[src/rtl/sig16b_conv_sched.sv]
// Shares one sig16b_to_double converter between the mic (ch0) and reference (ch1) streams.
// Define OVR_COUNT_EN to add saturating per-channel overrun counters (mic_ovr_cnt, ref_ovr_cnt).
module sig16b_conv_sched #(
    parameter int unsigned TIMEOUT = 63,
    parameter int unsigned TO_W    = 6
) (
    input  logic        clk_operation,
    input  logic        rst_n,
    input  logic [15:0] mic_sample,
    input  logic        mic_valid,
    input  logic [15:0] ref_sample,
    input  logic        ref_valid,
    output logic        mic_overrun,
    output logic        ref_overrun,
`ifdef OVR_COUNT_EN
    output logic [7:0]  mic_ovr_cnt,
    output logic [7:0]  ref_ovr_cnt,
`endif
    output logic [15:0] cvt_sig16b,
    output logic        cvt_enable,
    input  logic [63:0] cvt_double,
    input  logic        cvt_ready,
    output logic [63:0] out_double,
    output logic        out_ch,
    output logic        out_valid,
    input  logic        out_ack,
    output logic        timeout_err
);

    typedef enum logic [2:0] {StIdle, StIssue, StArm, StWait, StHold} state_e;

    state_e            state_q, state_d;
    logic              grant_q, grant_d;
    logic              last_q, last_d;
    logic [TO_W-1:0]   cnt_q, cnt_d;
    logic [15:0]       buf_mic_q, buf_ref_q;
    logic              full_mic_q, full_ref_q;
    logic              mic_ovr_q, ref_ovr_q;
    logic [15:0]       cvt_last_q;
    logic [63:0]       out_double_q;
    logic              out_ch_q;
    logic              take_mic, take_ref, capture;
    logic [15:0]       buf_g;

    assign buf_g = grant_q ? buf_ref_q : buf_mic_q;

    always_comb begin
        state_d     = state_q;
        grant_d     = grant_q;
        last_d      = last_q;
        cnt_d       = cnt_q;
        take_mic    = 1'b0;
        take_ref    = 1'b0;
        capture     = 1'b0;
        cvt_enable  = 1'b0;
        timeout_err = 1'b0;
        out_valid   = 1'b0;
        case (state_q)
            StIdle: begin
                if (full_mic_q || full_ref_q) begin
                    // On a tie the channel not served last wins.
                    grant_d = (full_mic_q && full_ref_q) ? ~last_q : full_ref_q;
                    state_d = StIssue;
                end
            end
            StIssue: begin
                cvt_enable = 1'b1;
                take_mic   = ~grant_q;
                take_ref   = grant_q;
                last_d     = grant_q;
                state_d    = StArm;
            end
            StArm: begin
                // cvt_ready may still be high from the previous conversion here.
                cnt_d   = '0;
                state_d = StWait;
            end
            StWait: begin
                if (cvt_ready) begin
                    capture = 1'b1;
                    state_d = StHold;
                end else if (cnt_q == TO_W'(TIMEOUT)) begin
                    timeout_err = 1'b1;
                    state_d     = StIdle;
                end else begin
                    cnt_d = cnt_q + TO_W'(1);
                end
            end
            StHold: begin
                out_valid = 1'b1;
                if (out_ack) state_d = StIdle;
            end
            default: state_d = StIdle;
        endcase
    end

    always_ff @(posedge clk_operation) begin
        if (!rst_n) begin
            state_q      <= StIdle;
            grant_q      <= 1'b0;
            last_q       <= 1'b1;
            cnt_q        <= '0;
            buf_mic_q    <= '0;
            buf_ref_q    <= '0;
            full_mic_q   <= 1'b0;
            full_ref_q   <= 1'b0;
            mic_ovr_q    <= 1'b0;
            ref_ovr_q    <= 1'b0;
            cvt_last_q   <= '0;
            out_double_q <= '0;
            out_ch_q     <= 1'b0;
        end else begin
            state_q    <= state_d;
            grant_q    <= grant_d;
            last_q     <= last_d;
            cnt_q      <= cnt_d;
            if (mic_valid) buf_mic_q <= mic_sample;
            if (ref_valid) buf_ref_q <= ref_sample;
            full_mic_q <= mic_valid | (full_mic_q & ~take_mic);
            full_ref_q <= ref_valid | (full_ref_q & ~take_ref);
            mic_ovr_q  <= mic_valid & full_mic_q & ~take_mic;
            ref_ovr_q  <= ref_valid & full_ref_q & ~take_ref;
            if (cvt_enable) cvt_last_q <= buf_g;
            if (capture) begin
                out_double_q <= cvt_double;
                out_ch_q     <= grant_q;
            end
        end
    end

    assign cvt_sig16b  = (state_q == StIssue) ? buf_g : cvt_last_q;
    assign out_double  = out_double_q;
    assign out_ch      = out_ch_q;
    assign mic_overrun = mic_ovr_q;
    assign ref_overrun = ref_ovr_q;

`ifdef OVR_COUNT_EN
    logic [7:0] mic_cnt_q, ref_cnt_q;

    always_ff @(posedge clk_operation) begin
        if (!rst_n) begin
            mic_cnt_q <= '0;
            ref_cnt_q <= '0;
        end else begin
            if (mic_ovr_q && mic_cnt_q != 8'hFF) mic_cnt_q <= mic_cnt_q + 8'd1;
            if (ref_ovr_q && ref_cnt_q != 8'hFF) ref_cnt_q <= ref_cnt_q + 8'd1;
        end
    end

    assign mic_ovr_cnt = mic_cnt_q;
    assign ref_ovr_cnt = ref_cnt_q;
`endif

endmodule

[config.mk]
export PLATFORM = sky130hd
export DESIGN_NAME = sig16b_conv_sched
export DESIGN_NICKNAME = d
export VERILOG_FILES = /design/src/rtl/sig16b_conv_sched.sv
export SDC_FILE = /design/constraint.sdc
export NUM_CORES = 1
export LEC_CHECK = 0
export BUFFER_PORTS_ARGS = -buffer_cell sky130_fd_sc_hd__buf_2
export CAP_MARGIN = 20
export CORE_ASPECT_RATIO = 0.75
export CORE_MARGIN = 8
export CORE_UTILIZATION = 44
export CTS_CLUSTER_SIZE = 20
export DETAILED_ROUTE_END_ITERATION = 8
export PLACE_DENSITY = 0.76
export SYNTH_ARGS = -nofsm -noshare
export SYNTH_HDL_FRONTEND = slang
export SYNTH_SLANG_ARGS = --single-unit
[constraint.sdc]
create_clock -name clk_operation -period 1.4 [get_ports clk_operation]
set_input_delay 0.14 -clock clk_operation [delete_from_list [all_inputs] [get_ports clk_operation]]
set_output_delay 0.14 -clock clk_operation [all_outputs]
set_load 0.01 [all_outputs]
# Word-level counts from Yosys, hierarchy flattened
# Index checks and enable logic that the tools add are counted.
totals:
  wordCells: 63
  inputBits: 102
  ff_bits: 128
  out_inout_bits: 86
classes:
  bitwise: 12
  reduce_logical: 7
  addsub: 1
  eq_ne: 10
  n_mux: 20
ops:
  columns: ["operator", "n"]
  rows:
  - ["$mux W16", 2]
  - ["$pmux W3 S5", 1]
  - ["$mux W3", 4]
  - ["$mux W6", 2]
  - ["$pmux W6 S2", 1]
  - ["$mux W1", 10]
  - ["$ne A2 B2 Y1 const B", 4]
  - ["$add A6 B1 Y6 const B", 1]
  - ["$and A1 B1 Y1", 6]
  - ["$eq A3 B2 Y1 const B", 2]
  - ["$eq A6 B6 Y1 const B", 1]
  - ["$reduce_and A3 Y1", 2]
  - ["$not A1 Y1", 4]
  - ["$eq A3 B1 Y1 const B", 1]
  - ["$eq A3 B3 Y1 const B", 1]
  - ["$logic_not A3 Y1", 1]
  - ["$ne A3 B3 Y1 const B", 1]
  - ["$or A1 B1 Y1", 2]
  - ["$reduce_and A2 Y1", 1]
  - ["$reduce_bool A2 Y1", 1]
  - ["$logic_and A1 B1 Y1", 1]
  - ["$logic_or A1 B1 Y1", 1]

# Longest topological paths before layout
# Gate-level depths: netlist (run 1).
depth:
  word_depth: 5
  ltp_mapped: 7
  mapped_depth_nobuf: 6

# Worst setup path before layout (run 1)
# OpenSTA, ideal clock, no wires.
synth_path:
  kind: "register to register"
  from: "reg cnt_q[0]"
  to: "reg cnt_q[2]"
  stages_incl_launch_ff: 6
  t_arrival_ns: 1.333
  setup_ns: 0.130
  setup_slack_ns: -0.064
  path_buffers: 0
  synth_period_minus_slack_ns: 1.464
  required_ns: 1.270
  path_cell_list: "dfxtp_1 ha_1 and2_1 or3b_2 a21oi_1 nor3_1"
synth_via:
  elab_chain_len: 4
synth_lines:
  columns: ["element", "line", "source"]
  rows:
  - ["start: declaration", "35", "logic [TO_W-1:0] cnt_q, cnt_d;"]
  - ["start signal: assignment", "116", "cnt_q <= cnt_d;"]
  - ["$add A6 B1 Y6", "86", "cnt_d = cnt_q + TO_W'(1);"]
  - ["$mux W6", "82", "end else if (cnt_q == TO_W'(TIMEOUT)) begin"]
  - ["$mux W6", "79", "if (cvt_ready) begin"]
  - ["$pmux W6 S2", "58", "case (state_q)"]
# Parallel ways exist; a longest one is shown, timed or not. The select of a mux whose other input is x is not followed.
# A chain may end at the register's enable or synchronous reset.

# Worst setup path in the final report (run 1)
layout_path:
  from: "reg state_q[2]"
  to: "out cvt_sig16b[2]"
layout_via:
  elab_chain_len: 2
layout_lines:
  columns: ["element", "line", "source"]
  rows:
  - ["start: declaration", "32", "state_e state_q, state_d;"]
  - ["start signal: assignment", "99", "state_q <= StIdle;"]
  - ["start signal: assignment", "113", "state_q <= state_d;"]
  - ["$eq A3 B1 Y1", "131", "assign cvt_sig16b = (state_q == StIssue) ? buf_g : cvt_last_q;"]
  - ["$mux W16", "131", null]
  - ["end: declaration", "19", "output logic [15:0] cvt_sig16b,"]
# Every way passes these cells.

==> impl_metrics.env, run 1 <==
export IMPL_crit_path_end_kind="primary output"
export IMPL_synth_cell_area_sq_um=4790
export IMPL_yosysSeqAreaShare=0.535
export IMPL_failed_checks="setup timing"
export IMPL_syn_to_final_growth_pct=86.1
export IMPL_fin_crit_ns=1.80
export IMPL_setup_tns_ns=-8.93
export IMPL_initial_utilization=0.445
export IMPL_first_iter_violations=466
export IMPL_hold_class="primary input to register"
export IMPL_start_kind="register"
export IMPL_globalplace_congestion=0.797
export IMPL_wl_per_cell_um=21.1
export IMPL_maxCapViolCount=0
export IMPL_numPortBuffers=187
export IMPL_grt_pass1_wl_mm=26.3
export IMPL_worst_pin_slew_ns=0.478
export IMPL_dp_cells=872
export IMPL_fp_dieH_um=106
export IMPL_r2r_end="cnt_q[1]$_SDFFE_PN0P_"
export IMPL_drcViolationCount=0
export IMPL_worstHoldPathCells=3
export IMPL_stdcell_count=1025
export IMPL_die_area_sq_um=14500
export IMPL_critPathMaxFanout=8
export IMPL_first_pass_iters=5
export IMPL_vias_per_cell=5.37
export IMPL_rsz0062_at_grt="yes"
export IMPL_hp_start="mic_sample[13]"
export IMPL_num_vias=5506
export IMPL_hpwl_mm=9.65
export IMPL_setup_worst_path_start="state_q[2]$_SDFFE_PN0P_"
export IMPL_finalSetupViolCount=75
export IMPL_relSlewSlack=0.679
export IMPL_total_power_mw=10.6
export IMPL_hold_violations=0
export IMPL_yosys_warnings=0
export IMPL_outcome="complete, but fails checks"
export IMPL_yosysTopAreaCellShare=0.535
export IMPL_period_share=1.28
export IMPL_ys_flop_type="dfxtp_1"
export IMPL_drive_gt1_frac=0.489
export IMPL_fill_cells=552
export IMPL_r2r_slack_ns=-0.18
export IMPL_synth_common_cells="nand2_1 (138), dfxtp_1 (128), a21oi_1 (86)"
export IMPL_cts_tree="built"
export IMPL_grt_pass1_vias=5284
export IMPL_grt_ovfl_total=0
export IMPL_cts_buffers=17
export IMPL_die_x_um=137
export IMPL_power_density_nw_per_um2=1180
export IMPL_utilization=0.828
export IMPL_cts_root_buffer="clkbuf_16"
export IMPL_synthArstFlopShare=0
export IMPL_clockBufferDepth=2
export IMPL_ir_drop_mv=0.969
export IMPL_synth_top_area_cell="dfxtp_1"
export IMPL_nNetsFinal=974
export IMPL_r2r_start="cnt_q[0]$_SDFFE_PN0P_"
export IMPL_reg2regPathDepth=6
export IMPL_grt_max_degree=77
export IMPL_crit_type="register to primary output"
export IMPL_synth_cell_types=33
export IMPL_cellLeakagePower_nw=3.80
export IMPL_synthesis_area_per_instance_sq_um=8.64
export IMPL_synth_cells=555
export IMPL_worstPathArrival_ns=1.66
export IMPL_whs_endpoint="buf_mic_q[13]$_SDFFE_PN0P_"
export IMPL_cts_sinks=128
export IMPL_fin_worst_skew_ns=0.00845
export IMPL_synth_seq_cells=128
export IMPL_grt_use_total=0.228
export IMPL_clk_latency_ns=0.41
export IMPL_synth_nets=658
export IMPL_ioPinCount=188
export IMPL_required_ns=1.26
export IMPL_yosysMostFrequentCell="nand2_1"
export IMPL_h_tree_depth=4
export IMPL_core_sq_um=10800
export IMPL_synth_edf_count=0
export IMPL_layout_setup_ws_ns=-0.395
export IMPL_rows=33
export IMPL_ant_nets=0
export IMPL_grt_antenna_before_repair=1
export IMPL_cts_reportedPaths_clkPinSlew_ns=0.05
export IMPL_wl_mm=21.7
export IMPL_fmax_ghz=0.557
export IMPL_drv_slew=0
export IMPL_synth_area_leaders="dfxtp_1 (53%), nand2_1 (11%), mux2i_1 (10%)"
export IMPL_pre_cts_ws_ns=-0.0258
-- cell families after synthesis --
logic type                 share of synthesized area
and+or+nand+nor                                0.206
DFF                                            0.535
AOI/OAI and AO/OA                              0.116
muxes                                          0.100
buffers and inverters                         0.0407
adders and majority gates                    0.00261
-- through the flow --
| step | cell area, sq um | hold slack (ns) |
|---|---|---|
| 3_5_place_dp | 6040 | 0.383 |
| 5_1_grt | 8920 | 0.00694 |
| 6_report | 8920 | 0.0176 |
| 4_1_cts | 7900 | 0.0103 |
| 3_3_place_gp | 6040 | 0.374 |
| 2_1_floorplan | 4800 | 0.276 |
-- worst max-delay path, cell delays in order, from the launching register on --
cell and delay [ns]:
dfxtp_2 0.33, nor2_2 0.16, nand2_2 0.11, inv_6 0.12
clkbuf_16 0.17, nor2_1 0.06, a21oi_2 0.14, buf_2 0.16
-- routing by layer --
| metal | up-vias | global-route usage | part of all wire |
|---|---|---|---|
| met3 | 111 | 0.0556 | 0.055 |
| met5 | - | 0 | 0 |
| met4 | 0 | 0.145 | 0.055 |
| met1 | 2634 | 0.235 | 0.36 |
| li1 | 2490 | - | - |
| met2 | 271 | 0.406 | 0.53 |
-- state kept, by name (all words and copies together), names as in the netlist, 3 cells and up --
| name | cells |
|---|---|
| buf_mic_q | 16 |
| buf_ref_q | 16 |
| cnt_q | 6 |
| cvt_last_q | 16 |
| out_double | 64 |
| state_q | 3 |
-- layout by cell type (no fill, tap or decap), types with 2 or more instances in the layout --
master	n
dlygate4sd3_1	94
clkbuf_16	25
nand2_1	74
nand3_4	2
clkinv_2	2
dfxtp_2	4
a21o_1	2
dfxtp_1	123
nor2_2	3
a21oi_2	65
buf_6	15
nor3_1	3
nand3_1	3
nand2b_1	3
and3_1	2
buf_2	182
a21oi_4	5
a211oi_2	2
clkbuf_8	2
a21oi_1	16
mux2i_1	47
buf_4	22
buf_16	2
and3_4	2
o21a_1	2
clkinvlp_4	4
a31oi_1	4
bufinv_16	4
and2_1	16
buf_12	10
and4b_1	2
and2_4	4
nor2_1	50
nand2_2	14
clkinv_4	3
nand2_4	50
-- power by group --
| group | switching [mW] | leakage, nW | internal (mW) | total [mW] |
|---|---|---|---|---|
| clock | 1.71 | 0.301 | 3.08 | 4.78 |
| sequential | 0.111 | 1.04 | 3.81 | 3.93 |
| combinational | 0.931 | 2.46 | 0.923 | 1.85 |
| total | 2.75 | 3.80 | 7.81 | 10.6 |
-- timing repair --
item                                    in CTS  in global routing
hold buffers                                94                  0
gates cloned                                 2                 14
endpoints found under the hold margin       94                  0
pin swaps                                    7                114
buffers inserted                             7                  4
resized for setup                           40                190
endpoints found under the setup margin      22                 93
-- worst max path at each step --
stage          slack, ns                    end
6_report           -0.40          cvt_sig16b[2]
5_1_grt            -0.47          cvt_sig16b[2]
4_1_cts            -0.33            timeout_err
3_5_place_dp       -0.03  cnt_q[5]$_SDFFE_PN0P_
3_3_place_gp       -0.02  cnt_q[2]$_SDFFE_PN0P_
2_1_floorplan     -0.004  cnt_q[2]$_SDFFE_PN0P_
-- cell type report --
class                      count  area, sq um  area share
timing repair buffer         334         2660       0.298
sequential                   128         2570       0.288
tap                          140          175      0.0196
clock inverter                13          186      0.0209
multi-input combinational    387         2860       0.321
antenna                        1         2.50    0.000281
clock buffer                  19          453      0.0508
inverter                       3         16.3     0.00182
(Power assumes the default switching activity.)
==> inputs of run 2 (changes only) <==
--- a/config.mk
+++ b/config.mk
@@ -7,12 +7,14 @@
 export LEC_CHECK = 0
 export BUFFER_PORTS_ARGS = -buffer_cell sky130_fd_sc_hd__buf_2
 export CAP_MARGIN = 20
+export CELL_PAD_IN_SITES_DETAIL_PLACEMENT = 1
+export CELL_PAD_IN_SITES_GLOBAL_PLACEMENT = 1
 export CORE_ASPECT_RATIO = 0.75
 export CORE_MARGIN = 8
-export CORE_UTILIZATION = 44
+export CORE_UTILIZATION = 31
 export CTS_CLUSTER_SIZE = 20
 export DETAILED_ROUTE_END_ITERATION = 8
-export PLACE_DENSITY = 0.76
+export PLACE_DENSITY_LB_ADDON = 0.1
 export SYNTH_ARGS = -nofsm -noshare
 export SYNTH_HDL_FRONTEND = slang
 export SYNTH_SLANG_ARGS = --single-unit
==> run 2 against run 1 <==
Via count shrank 2.6%. Final cell count increased by 8.3%. Die area rose by 36%. Combinational power up 19%. Global-route usage fell by 3.7 points. Total power is 7.9% higher. The flow still finishes with violations (setup timing). Cell area increased by 7.3%. Largest power group unchanged. Register-to-register slack better by 0.06 ns. First-iteration DRC count fell by 57%. Setup slack worse by 0.037 ns. Hold slack improved by 0.054 ns. Critical path type unchanged. Clock skew shrank 0.0044 ns.
==> impl_metrics.env, run 2 (synthesized netlist as in run 1, its figures left out) <==
export IMPL_outcome="complete, but fails checks"
export IMPL_failed_checks="setup timing"
export IMPL_h_tree_depth=4
export IMPL_r2r_slack_ns=-0.12
export IMPL_grt_pass1_vias=5593
export IMPL_finalSetupViolCount=80
export IMPL_num_vias=5363
export IMPL_r2r_end="out_double[51]$_SDFFE_PN0P_"
export IMPL_first_pass_iters=4
export IMPL_grt_pass1_wl_mm=29.6
export IMPL_drive_gt1_frac=0.512
export IMPL_hold_violations=0
export IMPL_crit_type="register to primary output"
export IMPL_multi_input_area_sq_um=2970
export IMPL_syn_to_final_growth_pct=99.8
export IMPL_cts_buffers=17
export IMPL_crit_path_end_kind="primary output"
export IMPL_top_usage_layer="met2"
export IMPL_grt_max_degree=62
export IMPL_die_area_sq_um=19700
export IMPL_grt_ovfl_total=0
export IMPL_grtUsageMet1=0.208
export IMPL_nNetsFinal=994
export IMPL_start_kind="register"
export IMPL_cts_reportedPaths_clkPinSlew_ns=0.06
export IMPL_clockBufferDepth=2
export IMPL_p_switching_mw=2.92
export IMPL_cp_slowest_stage_delay_ns=0.43
export IMPL_numPortBuffers=187
export IMPL_cp_cell_sequence="buf_8, mux2i_1, a21oi_4, buf_6"
export IMPL_wl_per_cell_um=20.3
export IMPL_fin_crit_ns=1.83
export IMPL_power_frac_comb=0.194
export IMPL_cellLeakagePower_nw=4.31
export IMPL_power_density_nw_per_um2=1190
export IMPL_hp_start="rst_n"
export IMPL_drcViolationCount=0
export IMPL_hold_slack_ns=0.0721
export IMPL_required_ns=1.26
export IMPL_core_sq_um=15200
export IMPL_clk_latency_ns=0.42
export IMPL_ioPinCount=188
export IMPL_whs_endpoint="ref_overrun$_SDFF_PN0_"
export IMPL_globalplace_congestion=0.755
export IMPL_largest_reg_flops=64
export IMPL_hold_class="primary input to register"
export IMPL_crit_slowest_cell="mux2i_1"
export IMPL_die_x_um=160
export IMPL_cts_sinks=128
export IMPL_relSlewSlack=0.704
export IMPL_dp_cells=938
export IMPL_ant_nets=0
export IMPL_most_common_layout_cells="buf_2 (173), dfxtp_1 (122), dlygate4sd3_1 (97), nand2_1 (84), a21oi_2 (58)"
export IMPL_worstHoldPathCells=3
export IMPL_grt_antenna_before_repair=1
export IMPL_fmax_ghz=0.546
export IMPL_worst_pin_slew_ns=0.432
export IMPL_met2_usage=0.339
export IMPL_rsz0062_at_grt="yes"
export IMPL_cts_root_buffer="clkbuf_16"
export IMPL_initial_utilization=0.316
export IMPL_fp_dieH_um=124
export IMPL_hpwl_mm=11.3
export IMPL_critPathMaxFanout=5
export IMPL_grt_use_total=0.191
export IMPL_grt_util_met3=0.0670
export IMPL_clockPowerShare=0.461
export IMPL_vias_per_cell=4.83
export IMPL_power_share_sequential=0.345
export IMPL_regArea_sq_um=2580
export IMPL_first_iter_violations=199
export IMPL_wl_mm=22.6
export IMPL_r2r_start="state_q[1]$_SDFFE_PN0P_"
export IMPL_worstPathArrival_ns=1.69
export IMPL_layout_setup_ws_ns=-0.432
export IMPL_layout_commonest_cell="buf_2"
export IMPL_cts_tree="built"
export IMPL_stdcell_count=1110
export IMPL_period_share=1.31
export IMPL_reg2regPathDepth=7
export IMPL_internal_power_mw=8.47
export IMPL_maxCapViolCount=0
export IMPL_p_sw_frac=0.256
export IMPL_ir_drop_mv=0.868
export IMPL_rows=39
export IMPL_drv_slew=0
export IMPL_fill_cells=1622
export IMPL_fin_worst_skew_ns=0.00406
run 2: area by class of cell:
cell class              count  area share
flip-flops and latches    128       0.269
repair buffers            355       0.319
well taps                 205      0.0268
clock buffers              20      0.0487
clock inverters            12      0.0239
inverters                   3     0.00183
diodes                      1    0.000261
multi-input cells         386       0.310
run 2: how the worst max path moves through the flow:
stage / cells past startpoint / to / slack, ns / start
detailed placement: 6 / cnt_q[4]$_SDFFE_PN0P_ / -0.06 / cnt_q[0]$_SDFFE_PN0P_
global route: 4 / cvt_sig16b[2] / -0.45 / grant_q$_SDFFE_PN0P_
CTS: 6 / timeout_err / -0.35 / cnt_q[1]$_SDFFE_PN0P_
finish: 4 / cvt_sig16b[2] / -0.43 / grant_q$_SDFFE_PN0P_
floorplan: 5 / cnt_q[2]$_SDFFE_PN0P_ / -0.004 / cnt_q[0]$_SDFFE_PN0P_
global placement: 5 / cnt_q[2]$_SDFFE_PN0P_ / -0.02 / cnt_q[0]$_SDFFE_PN0P_
run 2: what timing repair did:
action,4_1_cts,5_1_grt
gates cloned,6,13
setup endpoints to repair,25,98
pin swaps,7,65
setup buffers,17,15
hold buffers,97,0
resized for setup,93,197
hold endpoints to repair,97,0
run 2: through the flow:
stage               setup WS, ns  setup TNS (ns)  area [sq um]  utilization  power, mW
floorplan               -0.00417        -0.00417          4800            -       4.55
global placement         -0.0203         -0.0203          6120        0.403       5.06
detailed placement       -0.0558          -0.121          6120        0.403       5.09
CTS                       -0.355           -5.94          8470        0.558       11.1
global route              -0.452          -12.58          9580        0.631       11.8
finish                    -0.432           -9.37          9580        0.631       11.4
run 2: power by group through the flow:
| stage | combinational [mW] | sequential [mW] | clock, mW |
|---|---|---|---|
| 2_1_floorplan | 0.585 | 3.96 | 0 |
| 3_3_place_gp | 1.10 | 3.96 | 0 |
| 3_5_place_dp | 1.13 | 3.97 | 0 |
| 4_1_cts | 1.85 | 3.91 | 5.31 |
| 5_1_grt | 2.35 | 3.94 | 5.51 |
| 6_report | 2.21 | 3.93 | 5.26 |
run 2: worst max-delay path, delay by kind of cell, from the launching register on:
kind	cells	cell delay [ns]
buf+inv	2	0.31
mux	1	0.43
compound gates	1	0.12
flops	1	0.41
run 2: layer usage:
| metal | share of wire | up-vias |
|---|---|---|
| met3 | 0.059 | 43 |
| met4 | 0.022 | 0 |
| met5 | 0 | - |
| met1 | 0.40 | 2644 |
| li1 | - | 2524 |
| met2 | 0.52 | 152 |
==> inputs of run 3 (changes only) <==
--- a/config.mk
+++ b/config.mk
@@ -15,6 +15,7 @@
 export CTS_CLUSTER_SIZE = 20
 export DETAILED_ROUTE_END_ITERATION = 8
 export PLACE_DENSITY_LB_ADDON = 0.1
+export SETUP_SLACK_MARGIN = 0.02
 export SYNTH_ARGS = -nofsm -noshare
 export SYNTH_HDL_FRONTEND = slang
 export SYNTH_SLANG_ARGS = --single-unit
==> run 3 against run 2 <==
The run still ends with setup timing left. Critical path type unchanged. Largest power group unchanged. Critical endpoint is now cvt_sig16b[15]. Total power is 8.4% lower. Routed wire length is 21% lower. Count of clock-buffer cells in the layout is 3 lower. Global-route usage is 1.6 points lower. Hold slack worse by 0.055 ns. First-iteration DRC count is 7.0% lower. Sequential share of layout area is 4.7 points higher. Non-clock buffer count is 37 lower.
==> impl_metrics.env, run 3 (synthesized netlist as in run 1, its figures left out) <==
export IMPL_cellLeakagePower_nw=3.56
export IMPL_r2r_slack_ns=-0.24
export IMPL_cts_sinks=128
export IMPL_hold_slack_ns=0.0169
export IMPL_drv_slew=0
export IMPL_cp_cell_sequence="nor2_2, nand2_2, clkinv_4, clkbuf_16, nor2_2, a21oi_2, buf_2"
export IMPL_most_common_layout_cells="buf_2 (182), nand2_1 (137), dfxtp_1 (121), dlygate4sd3_1 (95), a21oi_1 (68)"
export IMPL_critPathTopFamily="buffers and inverters"
export IMPL_syn_to_final_growth_pct=69.7
export IMPL_cts_root_buffer="clkbuf_16"
export IMPL_dp_cells=933
export IMPL_start_kind="register"
export IMPL_grt_pass1_vias=5281
export IMPL_worstPathArrival_ns=1.52
export IMPL_layout_commonest_cell="buf_2"
export IMPL_design_area_sq_um=8130
export IMPL_worst_pin_slew_ns=0.389
export IMPL_grt_ovfl_total=0
export IMPL_finalSetupViolCount=89
export IMPL_postPlaceCellArea_sq_um=6100
export IMPL_required_ns=1.26
export IMPL_period_share=1.18
export IMPL_nNetsFinal=957
export IMPL_num_vias=4963
export IMPL_total_power_mw=10.4
export IMPL_ant_nets=0
export IMPL_clockBufferDepth=2
export IMPL_cts_reportedPaths_clkPinSlew_ns=0.06
export IMPL_fmax_ghz=0.603
export IMPL_path_common_cell="nor2_2"
export IMPL_drive_gt1_frac=0.361
export IMPL_globalplace_congestion=0.732
export IMPL_largest_reg_flops=64
export IMPL_ir_drop_mv=0.685
export IMPL_grt_use_total=0.175
export IMPL_wl_per_cell_um=16.6
export IMPL_fp_dieH_um=124
export IMPL_fin_crit_ns=1.66
export IMPL_hold_class="primary input to register"
export IMPL_rsz0062_at_grt="yes"
export IMPL_cts_tree="built"
export IMPL_initial_utilization=0.316
export IMPL_grt_antenna_before_repair=0
export IMPL_maxCapViolCount=0
export IMPL_numPortBuffers=187
export IMPL_h_tree_depth=4
export IMPL_grt_max_degree=79
export IMPL_path_buf_inv=3
export IMPL_crit_slowest_cell="dfxtp_2"
export IMPL_core_sq_um=15200
export IMPL_crit_type="register to primary output"
export IMPL_rows=39
export IMPL_critPathMaxFanout=6
export IMPL_crit_path_end_kind="primary output"
export IMPL_first_pass_iters=4
export IMPL_cts_buffers=17
export IMPL_fin_worst_skew_ns=0.00875
export IMPL_failed_checks="setup timing"
export IMPL_first_iter_violations=185
export IMPL_drcViolationCount=0
export IMPL_hold_violations=0
export IMPL_utilization=0.536
export IMPL_cp_slowest_stage_delay_ns=0.32
export IMPL_hpwl_mm=11.2
export IMPL_power_density_nw_per_um2=1280
export IMPL_wl_mm=17.8
export IMPL_die_x_um=160
export IMPL_layout_setup_ws_ns=-0.259
export IMPL_ioPinCount=188
export IMPL_vias_per_cell=4.62
export IMPL_stdcell_count=1074
export IMPL_grt_pass1_wl_mm=27.6
export IMPL_outcome="complete, but fails checks"
export IMPL_clk_latency_ns=0.41
export IMPL_die_area_sq_um=19700
export IMPL_relSlewSlack=0.738
## run 3: worst paths after layout
check | to | depth (start not counted) | from
worst max register to register | out_double[28]$_SDFFE_PN0P_ | 7 | state_q[1]$_SDFFE_PN0P_
worst min register to register | out_double[57]$_SDFFE_PN0P_ | 2 | out_double[57]$_SDFFE_PN0P_
worst max-delay path | cvt_sig16b[15] | 7 | state_q[1]$_SDFFE_PN0P_
worst min-delay path | buf_ref_q[11]$_SDFFE_PN0P_ | 3 | ref_sample[11]
## run 3: cell type report
type,instances,area [sq um]
Antenna cell,2,5.00
Clock buffer,17,425
Clock inverter,15,229
Fill cell,1777,7040
Inverter,3,17.5
Multi-Input combinational cell,386,2260
Sequential cell,128,2570
Tap cell,205,256
Timing Repair Buffer,318,2370
## run 3: worst min-delay path: cells and delay by family
family	cells	cell delay, ns
AND/OR/NAND/NOR	1	0.09
buffers and inverters	1	0.08
multiplexers	1	0.07
## run 3: per-stage QoR
step	setup slack (ns)	TNS [ns]
2_1_floorplan	0.0347	0
3_3_place_gp	-0.00816	-0.00816
3_5_place_dp	-0.0288	-0.0332
4_1_cts	-0.322	-12.92
5_1_grt	-0.351	-19.15
6_report	-0.259	-11.85
## run 3: timing repair
| action | CTS | global route |
|---|---|---|
| hold endpoints to repair | 95 | 0 |
| cloned | 2 | 1 |
| buffers inserted | 7 | 2 |
| gates resized for setup | 45 | 32 |
| hold buffers | 95 | 0 |
| pin swaps | 7 | 9 |
| setup endpoints to repair | 23 | 93 |
## run 3: report_power, final
group / switching (mW) / leakage (nW) / internal (mW)
combinational: 0.777 / 2.19 / 0.834
sequential: 0.101 / 1.05 / 3.81
clock: 1.72 / 0.319 / 3.19
## run 3: per-layer routing
layer	GRT usage	vias to the layer above	wire length (um)
met5	0	-	0
li1	-	2453	-
met4	0.0599	0	308
met3	0.0621	23	1020
met1	0.197	2371	7590
met2	0.308	116	8890
